$ cat config.mk
export PLATFORM = sky130hd
export DESIGN_NAME = wb_cmd_master_flat
export DESIGN_NICKNAME = d
export VERILOG_FILES = /design/src/rtl/wbm_pkg.sv /design/src/rtl/wb_cmd_master_if.sv /design/src/rtl/wbm_timeout_ctr.sv /design/src/rtl/wb_cmd_master.sv /design/src/flat_wrapper.sv
export SDC_FILE = /design/constraint.sdc
export NUM_CORES = 1
export LEC_CHECK = 0
export ABC_CLOCK_PERIOD_IN_PS = 3720
export CAP_MARGIN = 15
export CORE_MARGIN = 5
export CORE_UTILIZATION = 43
export DETAILED_ROUTE_END_ITERATION = 7
export PLACE_DENSITY = 0.95
export SETUP_SLACK_MARGIN = 0.15
export SYNTH_ARGS = -nofsm -noshare
export SYNTH_HDL_FRONTEND = slang
export SYNTH_SLANG_ARGS = --single-unit
$ cat constraint.sdc
create_clock -name clk -period 3.72 [get_ports clk]
set_input_delay 0.558 -clock clk [delete_from_list [all_inputs] [get_ports clk]]
set_output_delay 0.558 -clock clk [all_outputs]
set_load 0.1 [all_outputs]
$ cat src/rtl/wbm_pkg.sv
// Shared definitions for the Wishbone command master.
// This file holds the completion status codes, the FSM state type and the default bus widths.
package wbm_pkg;
  localparam int WBM_DW = 32;
  localparam int WBM_AW = 32;

  localparam logic [1:0] WBM_ST_OK  = 2'd0;
  localparam logic [1:0] WBM_ST_ERR = 2'd1;
  localparam logic [1:0] WBM_ST_RTY = 2'd2;
  localparam logic [1:0] WBM_ST_TMO = 2'd3;

  typedef enum logic [1:0] {IDLE, BUS, BACKOFF, RESP} wbm_state_e;
endpackage

$ cat src/rtl/wb_cmd_master_if.sv
// Command/response channel plus Wishbone master signals for wb_cmd_master.
// The master modport is the initiator side. The slave modport is the front end and bus side.
interface wb_cmd_master_if #(
  parameter int DATA_WIDTH   = 32,
  parameter int ADDR_WIDTH   = 32,
  parameter int SELECT_WIDTH = DATA_WIDTH/8
);
  logic                    cmd_valid;
  logic                    cmd_ready;
  logic                    cmd_we;
  logic [ADDR_WIDTH-1:0]   cmd_adr;
  logic [DATA_WIDTH-1:0]   cmd_dat;
  logic [SELECT_WIDTH-1:0] cmd_sel;
  logic                    rsp_valid;
  logic                    rsp_ready;
  logic [DATA_WIDTH-1:0]   rsp_dat;
  logic [1:0]              rsp_status;
  logic                    busy;
  logic [ADDR_WIDTH-1:0]   wbm_adr_o;
  logic [DATA_WIDTH-1:0]   wbm_dat_o;
  logic [DATA_WIDTH-1:0]   wbm_dat_i;
  logic                    wbm_we_o;
  logic [SELECT_WIDTH-1:0] wbm_sel_o;
  logic                    wbm_stb_o;
  logic                    wbm_cyc_o;
  logic                    wbm_ack_i;
  logic                    wbm_err_i;
  logic                    wbm_rty_i;

  modport master (
    input  cmd_valid, cmd_we, cmd_adr, cmd_dat, cmd_sel, rsp_ready,
           wbm_dat_i, wbm_ack_i, wbm_err_i, wbm_rty_i,
    output cmd_ready, rsp_valid, rsp_dat, rsp_status, busy,
           wbm_adr_o, wbm_dat_o, wbm_we_o, wbm_sel_o, wbm_stb_o, wbm_cyc_o
  );

  modport slave (
    output cmd_valid, cmd_we, cmd_adr, cmd_dat, cmd_sel, rsp_ready,
           wbm_dat_i, wbm_ack_i, wbm_err_i, wbm_rty_i,
    input  cmd_ready, rsp_valid, rsp_dat, rsp_status, busy,
           wbm_adr_o, wbm_dat_o, wbm_we_o, wbm_sel_o, wbm_stb_o, wbm_cyc_o
  );
endinterface

$ cat src/rtl/wbm_timeout_ctr.sv
// BUS-phase watchdog counter.
// The counter is held at zero while i_clr is high and counts cycles while i_en is high.
// o_expired is high in the cycle where the count would reach LIMIT.
module wbm_timeout_ctr #(
  parameter int LIMIT = 255,
  parameter int W     = $clog2(LIMIT+1)
) (
  input  logic clk,
  input  logic rst,
  input  logic i_clr,
  input  logic i_en,
  output logic o_expired
);
  localparam logic [W-1:0] LAST = W'(LIMIT-1);

  logic [W-1:0] r_cnt;

  assign o_expired = i_en && (r_cnt == LAST);

  // Count unterminated BUS cycles, saturating at the last value.
  always_ff @(posedge clk or negedge rst) begin
    if (!rst)                        r_cnt <= '0;
    else if (i_clr)                  r_cnt <= '0;
    else if (i_en && r_cnt != LAST)  r_cnt <= r_cnt + W'(1);
  end
endmodule

$ cat src/rtl/wb_cmd_master.sv
// Single-beat Wishbone B3 classic initiator with bounded RTY retry.
// Optional watchdog: define WBM_TIMEOUT_EN to abort a BUS phase after TIMEOUT_CYCLES.
// All outputs are driven from flops. stb always equals cyc (no pipelining).
module wb_cmd_master
  import wbm_pkg::*;
#(
  parameter int DATA_WIDTH     = WBM_DW,
  parameter int ADDR_WIDTH     = WBM_AW,
  parameter int SELECT_WIDTH   = DATA_WIDTH/8,
  parameter int RETRY_MAX      = 3,
  parameter int TIMEOUT_CYCLES = 255
) (
  input  logic            clk,
  input  logic            rst,
  wb_cmd_master_if.master wb
);
  localparam int RW = (RETRY_MAX < 1) ? 1 : $clog2(RETRY_MAX+1);
  localparam logic [RW-1:0] RETRY_LIM = RW'(RETRY_MAX);

  wbm_state_e              r_state;
  logic [RW-1:0]           r_retry;
  logic                    r_cyc;
  logic                    r_we;
  logic [ADDR_WIDTH-1:0]   r_adr;
  logic [DATA_WIDTH-1:0]   r_dat;
  logic [SELECT_WIDTH-1:0] r_sel;
  logic                    r_rsp_valid;
  logic [DATA_WIDTH-1:0]   r_rsp_dat;
  logic [1:0]              r_rsp_status;
  logic                    r_busy;
  logic                    r_cmd_ready;
  logic                    w_tmo;

`ifdef WBM_TIMEOUT_EN
  logic w_term;
  assign w_term = wb.wbm_ack_i | wb.wbm_err_i | wb.wbm_rty_i;

  // Leaving BUS, including for BACKOFF, restarts the watchdog.
  wbm_timeout_ctr #(.LIMIT(TIMEOUT_CYCLES)) u_tmo (
    .clk       (clk),
    .rst       (rst),
    .i_clr     (r_state != BUS),
    .i_en      ((r_state == BUS) && !w_term),
    .o_expired (w_tmo)
  );
`else
  assign w_tmo = 1'b0;
`endif

  assign wb.cmd_ready  = r_cmd_ready;
  assign wb.busy       = r_busy;
  assign wb.rsp_valid  = r_rsp_valid;
  assign wb.rsp_dat    = r_rsp_dat;
  assign wb.rsp_status = r_rsp_status;
  assign wb.wbm_adr_o  = r_adr;
  assign wb.wbm_dat_o  = r_dat;
  assign wb.wbm_we_o   = r_we;
  assign wb.wbm_sel_o  = r_sel;
  assign wb.wbm_cyc_o  = r_cyc;
  assign wb.wbm_stb_o  = r_cyc;

  // Main FSM. Outputs are set together with the next state so that they are valid from the cycle after each decision.
  always_ff @(posedge clk or negedge rst) begin
    if (!rst) begin
      r_state      <= IDLE;
      r_retry      <= '0;
      r_cyc        <= 1'b0;
      r_we         <= 1'b0;
      r_adr        <= '0;
      r_dat        <= '0;
      r_sel        <= '0;
      r_rsp_valid  <= 1'b0;
      r_rsp_dat    <= '0;
      r_rsp_status <= WBM_ST_OK;
      r_busy       <= 1'b0;
      r_cmd_ready  <= 1'b1;
    end else begin
      case (r_state)
        IDLE: begin
          if (wb.cmd_valid && r_cmd_ready) begin
            r_adr       <= wb.cmd_adr;
            r_dat       <= wb.cmd_dat;
            r_sel       <= wb.cmd_sel;
            r_we        <= wb.cmd_we;
            r_retry     <= '0;
            r_cyc       <= 1'b1;
            r_busy      <= 1'b1;
            r_cmd_ready <= 1'b0;
            r_state     <= BUS;
          end
        end
        BUS: begin
          // Termination priority is err > ack > rty. A timeout happens only when no termination is present.
          if (wb.wbm_err_i || wb.wbm_ack_i || w_tmo ||
              (wb.wbm_rty_i && r_retry == RETRY_LIM)) begin
            r_cyc       <= 1'b0;
            r_rsp_valid <= 1'b1;
            r_state     <= RESP;
            if (wb.wbm_err_i) begin
              r_rsp_status <= WBM_ST_ERR;
              r_rsp_dat    <= '0;
            end else if (wb.wbm_ack_i) begin
              r_rsp_status <= WBM_ST_OK;
              r_rsp_dat    <= r_we ? '0 : wb.wbm_dat_i;
            end else if (wb.wbm_rty_i) begin
              r_rsp_status <= WBM_ST_RTY;
              r_rsp_dat    <= '0;
            end else begin
              r_rsp_status <= WBM_ST_TMO;
              r_rsp_dat    <= '0;
            end
          end else if (wb.wbm_rty_i) begin
            r_retry <= r_retry + RW'(1);
            r_cyc   <= 1'b0;
            r_state <= BACKOFF;
          end
        end
        BACKOFF: begin
          r_cyc   <= 1'b1;
          r_state <= BUS;
        end
        RESP: begin
          if (wb.rsp_ready) begin
            r_rsp_valid <= 1'b0;
            r_busy      <= 1'b0;
            r_cmd_ready <= 1'b1;
            r_state     <= IDLE;
          end
        end
        default: r_state <= IDLE;
      endcase
    end
  end
endmodule
$ cat src/flat_wrapper.sv
// flat-port wrapper written by rule: the top's interface ports become plain ports
module wb_cmd_master_flat import wbm_pkg::*;
#(
  parameter int DATA_WIDTH     = WBM_DW,
  parameter int ADDR_WIDTH     = WBM_AW,
  parameter int SELECT_WIDTH   = DATA_WIDTH/8,
  parameter int RETRY_MAX      = 3,
  parameter int TIMEOUT_CYCLES = 255
)
  (clk, rst, wb_cmd_valid, wb_cmd_we, wb_cmd_adr, wb_cmd_dat, wb_cmd_sel, wb_rsp_ready, wb_wbm_dat_i, wb_wbm_ack_i, wb_wbm_err_i, wb_wbm_rty_i, wb_cmd_ready, wb_rsp_valid, wb_rsp_dat, wb_rsp_status, wb_busy, wb_wbm_adr_o, wb_wbm_dat_o, wb_wbm_we_o, wb_wbm_sel_o, wb_wbm_stb_o, wb_wbm_cyc_o);
  wb_cmd_master_if #(.DATA_WIDTH(DATA_WIDTH), .ADDR_WIDTH(ADDR_WIDTH), .SELECT_WIDTH(SELECT_WIDTH)) wb_i ();
  input  logic clk;
  input  logic rst;
  input wire logic [$bits(wb_i.cmd_valid)-1:0] wb_cmd_valid;
  input wire logic [$bits(wb_i.cmd_we)-1:0] wb_cmd_we;
  input wire logic [$bits(wb_i.cmd_adr)-1:0] wb_cmd_adr;
  input wire logic [$bits(wb_i.cmd_dat)-1:0] wb_cmd_dat;
  input wire logic [$bits(wb_i.cmd_sel)-1:0] wb_cmd_sel;
  input wire logic [$bits(wb_i.rsp_ready)-1:0] wb_rsp_ready;
  input wire logic [$bits(wb_i.wbm_dat_i)-1:0] wb_wbm_dat_i;
  input wire logic [$bits(wb_i.wbm_ack_i)-1:0] wb_wbm_ack_i;
  input wire logic [$bits(wb_i.wbm_err_i)-1:0] wb_wbm_err_i;
  input wire logic [$bits(wb_i.wbm_rty_i)-1:0] wb_wbm_rty_i;
  output wire logic [$bits(wb_i.cmd_ready)-1:0] wb_cmd_ready;
  output wire logic [$bits(wb_i.rsp_valid)-1:0] wb_rsp_valid;
  output wire logic [$bits(wb_i.rsp_dat)-1:0] wb_rsp_dat;
  output wire logic [$bits(wb_i.rsp_status)-1:0] wb_rsp_status;
  output wire logic [$bits(wb_i.busy)-1:0] wb_busy;
  output wire logic [$bits(wb_i.wbm_adr_o)-1:0] wb_wbm_adr_o;
  output wire logic [$bits(wb_i.wbm_dat_o)-1:0] wb_wbm_dat_o;
  output wire logic [$bits(wb_i.wbm_we_o)-1:0] wb_wbm_we_o;
  output wire logic [$bits(wb_i.wbm_sel_o)-1:0] wb_wbm_sel_o;
  output wire logic [$bits(wb_i.wbm_stb_o)-1:0] wb_wbm_stb_o;
  output wire logic [$bits(wb_i.wbm_cyc_o)-1:0] wb_wbm_cyc_o;
  assign wb_i.cmd_valid = wb_cmd_valid;
  assign wb_i.cmd_we = wb_cmd_we;
  assign wb_i.cmd_adr = wb_cmd_adr;
  assign wb_i.cmd_dat = wb_cmd_dat;
  assign wb_i.cmd_sel = wb_cmd_sel;
  assign wb_i.rsp_ready = wb_rsp_ready;
  assign wb_i.wbm_dat_i = wb_wbm_dat_i;
  assign wb_i.wbm_ack_i = wb_wbm_ack_i;
  assign wb_i.wbm_err_i = wb_wbm_err_i;
  assign wb_i.wbm_rty_i = wb_wbm_rty_i;
  assign wb_cmd_ready = wb_i.cmd_ready;
  assign wb_rsp_valid = wb_i.rsp_valid;
  assign wb_rsp_dat = wb_i.rsp_dat;
  assign wb_rsp_status = wb_i.rsp_status;
  assign wb_busy = wb_i.busy;
  assign wb_wbm_adr_o = wb_i.wbm_adr_o;
  assign wb_wbm_dat_o = wb_i.wbm_dat_o;
  assign wb_wbm_we_o = wb_i.wbm_we_o;
  assign wb_wbm_sel_o = wb_i.wbm_sel_o;
  assign wb_wbm_stb_o = wb_i.wbm_stb_o;
  assign wb_wbm_cyc_o = wb_i.wbm_cyc_o;
  wb_cmd_master #(.DATA_WIDTH(DATA_WIDTH), .ADDR_WIDTH(ADDR_WIDTH), .SELECT_WIDTH(SELECT_WIDTH), .RETRY_MAX(RETRY_MAX), .TIMEOUT_CYCLES(TIMEOUT_CYCLES)) u_core (.clk(clk), .rst(rst), .wb(wb_i));
endmodule
# Yosys cells after proc, flatten, opt, wreduce, memory -nomap -nowiden
# Index checks and enable logic that the tools add are counted.
# classes
n_addsub,1
multipliers,0
div_mod_pow,0
n_lt_le_gt_ge,0
n_eq_ne,10
n_shift,0
n_mux,26
bitwise_logic,0
reduce_logical,16
# ops
operator,n
2-to-1 mux 32 bit,3
2-to-1 mux 2 bit,9
AND reduction 3 bit,4
2-to-1 mux 1 bit,8
one-hot mux 2 bit (4 select lines),1
"equality test 2 bit, second input constant",3
"inequality test 2 bit, second input constant",3
one-hot mux 1 bit (2 select lines),3
nonzero test 2 bit,3
"inequality test 2 x 1 -> 1 bit, second input constant",2
one-hot mux 2 bit (2 select lines),1
AND reduction 2 bit,2
AND reduction 4 bit,1
"inequality test 3 x 2 -> 1 bit, second input constant",1
one-hot mux 1 bit (3 select lines),1
nonzero test 3 bit,1
"adder 2 x 1 -> 2 bit, second input constant",1
"equality test 2 x 1 -> 1 bit, second input constant",1
logical AND 1 bit,2
zero test 2 bit,1
logical OR 1 bit,2
# word_totals
ff_bits,111
latch_bits,0
ramBits,0
romBits,0
input_bits,108
out_inout_bits,108
elab_cells,65
n_memories,0

# Depth between registers and ports, before layout
# depth
ltp_word,5
mapped_depth,6
ltp_nobuf,4

# Worst setup path after synthesis
# OpenSTA, ideal clock, no wires.
# synth_path
path_type,reg-to-reg
from,reg u_core.r_cmd_ready (netlist: u_core.wb.cmd_ready)
to,reg u_core.r_adr[0] (netlist: u_core.wb.wbm_adr_o[0])
setup_ps,125
arrival_time_ps,1916
required_time_ps,3595
setup_slack_ps,1678
path_stages_with_launch,5
path_buffers,2
period_less_slack_ps,2042
path_cell_list,dfstp_2 -> nor4bb_1 -> buf_2 -> buf_2 -> mux2_2
# synth_between
elab_chain_len,2
# synth_rtl
element,line_no,text
from (decl),wb_cmd_master.sv:31,logic r_cmd_ready;
from (signal assigned),wb_cmd_master.sv:76,r_cmd_ready <= 1'b1;
from (signal assigned),wb_cmd_master.sv:88,r_cmd_ready <= 1'b0;
from (signal assigned),wb_cmd_master.sv:126,r_cmd_ready <= 1'b1;
logical AND 1 bit,wb_cmd_master.sv:80,if (wb.cmd_valid && r_cmd_ready) begin
AND reduction 2 bit (no source line),n/a,
to (signal assigned),wb_cmd_master.sv:81,r_adr <= wb.cmd_adr;
to (decl),wb_cmd_master.sv:24,logic [ADDR_WIDTH-1:0] r_adr;
# Every way passes these cells.
# A chain may end at the register's enable or synchronous reset.

# Final worst setup path
# layout_path
from,reg u_core.r_cmd_ready (netlist: u_core.wb.cmd_ready)
to,out wb_cmd_ready
# layout_lines
element,line_no,text
to (decl),flat_wrapper.sv:24,output wire logic [$bits(wb_i.cmd_ready)-1:0] wb_cmd_ready;
# No word-level cell between the ends.

==> summary.json <==
{
  "layout_common_cells": "sky130_fd_sc_hd__clkdlybuf4s50_1 (214), sky130_fd_sc_hd__dfrtp_1 (110), sky130_fd_sc_hd__mux2_2 (69), sky130_fd_sc_hd__o21ai_0 (64), sky130_fd_sc_hd__nand2_1 (37)",
  "post_drt_antenna_nets": 0,
  "post_cts_resize_count": 0,
  "finalClockSkew_ps": 9.95,
  "ctsLongestPathBuffers": 2,
  "timing.critical_path.cells": "clkdlybuf4s50_1",
  "initial_utilization": 0.444,
  "endpoint_kind": "primary output",
  "cp.required_ps": 3160,
  "layout_commonest_cell": "sky130_fd_sc_hd__clkdlybuf4s50_1",
  "routed_wirelength_mm": 12.7,
  "synth_top_cell_area_share": 0.631,
  "cts-buffers-inserted": 9,
  "report.final.hold_viol_count": 0,
  "path_class": "flop to primary output",
  "total_core_area_sq_mm": 0.00982,
  "drive_above_1_share": 0.173,
  "synthTopCellsByArea": "sky130_fd_sc_hd__dfrtp_1 (63%), sky130_fd_sc_hd__mux2_2 (18%), sky130_fd_sc_hd__o21ai_0 (7.3%)",
  "dr.first_iter.drc_count": 161,
  "cap_violations": 0,
  "synth.net_count": 449,
  "route.vias.total": 3502,
  "slew_violations": 0,
  "rr_startpoint": "u_core.r_retry[0]$_DFFE_PN0P_",
  "holdCritPathClass": "input port to asynchronous set/reset pin",
  "timing.final.crit_period_ps": 2690,
  "critPathTopFamily": "buffers and inverters",
  "cts_post_setup_buffers_inserted": 0,
  "die_height_um": 111,
  "rsz0062_at_grt": "false",
  "p_leak_uw": 0.00304,
  "final_net_count": 659,
  "yosysWarnings": 0,
  "fin_crit_sh": 0.723,
  "globalRouteOverflowTotal": 0,
  "boundaryPins": 216,
  "cts_root_buf": "sky130_fd_sc_hd__clkbuf_8",
  "die_area_sq_mm": 0.0123,
  "wirelength_per_cell_um": 18.4,
  "routabilityCongestion": 0.817,
  "postSynthAreaPerCell_sq_um": 12.8,
  "fp-row-count": 36,
  "synth_cells": 340,
  "final.setup.worst_slack_ps": 1030,
  "cp_max_fo": 7,
  "ctsHoldBuffers": 0,
  "clock_tree_from_tritoncts": "done",
  "number_of_clock_sinks_seen_by_cts": 111,
  "finalNonFillerCells": 687,
  "synthDominantAreaCellType": "sky130_fd_sc_hd__dfrtp_1",
  "power.density_mw_per_mm2": 306,
  "clk_transition_reported_paths_ps": 100,
  "placed_cells_incl_taps": 671,
  "antenna_violations_before_repair": 0,
  "final-setup-viol-count": 0,
  "critical-path-max-stage-delay_ps": 1170,
  "vdd_drop_max_v": 0.000226,
  "synth_cell_types": 27,
  "numPortBuffers": 215,
  "cts_max_level": 3,
  "startpoint": "u_core.wb.cmd_ready$_DFFE_PN1P_",
  "sequential_fraction_of_the_synthesis_area": 0.637,
  "grt_pass1_vias": 3784,
  "global_route.usage.total": 0.209,
  "hpwl_reported_at_the_end_of_detailed_placement_mm": 9.66,
  "worst_setup_path_start_kind": "flop",
  "status": "completed",
  "avgViaCountPerCell": 5.10,
  "pre_cts_ws_ps": 1160,
  "final_core_utilization": 0.699,
  "synthesis.area_sq_mm": 0.00436,
  "dieWidth_um": 111,
  "critical_path.slowest_cell": "sky130_fd_sc_hd__clkdlybuf4s50_1",
  "totalNegativeSetupSlack_ps": 0,
  "antenna_cells_inserted": 0,
  "crit_buf_inv": 1,
  "area_growth_pct": 57.3,
  "drt_drc_violations_left": 0,
  "drtPass1Iterations": 4,
  "slew_headroom": 0.280,
  "tightest_slew_ps": 1080,
  "clock.fmax_mhz": 372,
  "cp.arrival_ps": 2130,
  "grt_max_degree": 94,
  "clock_latency_ps": 350,
  "synth-seq-cells": 111,
  "total_power_uw": 2100,
  "grt_first_pass_wirelength_mm": 20.7
}
==> state kept, by name, indices dropped and copies added, names as in the netlist <==
name                  flops
u_core.wb.cmd_ready       1
u_core.wb.rsp_status      2
u_core.wb.wbm_we_o        1
u_core.r_state            2
u_core.wb.rsp_valid       1
u_core.wb.wbm_adr_o      32
u_core.wb.busy            1
u_core.wb.wbm_sel_o       4
u_core.r_retry            2
u_core.wb.rsp_dat        32
u_core.wb.wbm_dat_o      32
u_core.wb.wbm_cyc_o       1
==> synth_stat cells (all sizes together) <==
library cell	n
a21oi	8
and3	1
nor4bb	1
and4b	1
a22o	1
o21ai	67
nor2b	1
a31oi	1
nand2b	3
nor2	3
mux2	69
inv	2
buf	14
a221o	2
ha	1
clkbuf	9
dfrtp	110
dfstp	1
nor3b	4
nor3	1
a211oi	2
or2	1
nand2	37
==> path summary, 6_finish.rpt <==
path / slack (ps) / cells after the start / to
worst max-delay path: 1030 / 1 / wb_cmd_ready
worst min-delay path: 210 / 1 / u_core.wb.wbm_dat_o[13]$_DFFE_PN0P_
worst max register to register: 1670 / 6 / u_core.wb.rsp_dat[23]$_DFFE_PN0P_
worst min register to register: 510 / 1 / u_core.wb.wbm_adr_o[12]$_DFFE_PN0P_
max in group asynchronous: 2820 / 2 / u_core.wb.rsp_dat[1]$_DFFE_PN0P_
min in group clk: 510 / 1 / u_core.wb.wbm_adr_o[12]$_DFFE_PN0P_
==> power by group <==
part,switching [uW],internal [uW],total (uW)
Sequential,0.786,1210,1210
Combinational,62.4,109,172
Clock,377,344,722
Total,441,1660,2100
==> cells by family (layout without fill, tap and decap cells) <==
kind of cell | after synthesis | in the layout | synth area share
compound gates | 81 | 81 | 0.0987
fa+ha+maj | 1 | 1 | 0.00287
buf+inv | 25 | 239 | 0.0275
flops | 111 | 111 | 0.637
mux | 69 | 69 | 0.178
simple gates | 53 | 53 | 0.0557
==> final cells by class <==
cell class,instances,area [sq um]
inverter,2,7.51
clock buffer,12,155
tap,133,166
fill,701,2960
multi-input combinational,204,1490
timing repair buffer,222,2220
sequential,111,2780
clock inverter,3,42.5
==> routing by layer <==
metal,up-vias,part of all wire,global-route usage
li1,1607,-,-
met3,8,0.065,0.0540
met5,-,0,0
met1,1712,0.42,0.269
met4,0,0.0078,0.0525
met2,175,0.51,0.353
==> stage by stage <==
stage / hold WS [ps] / instance area (sq um)
2_1_floorplan: 262 / 4360
3_3_place_gp: 487 / 6640
3_5_place_dp: 496 / 6640
4_1_cts: 455 / 6840
5_1_grt: 236 / 6860
6_report: 208 / 6860
(Power assumes the default switching activity.)
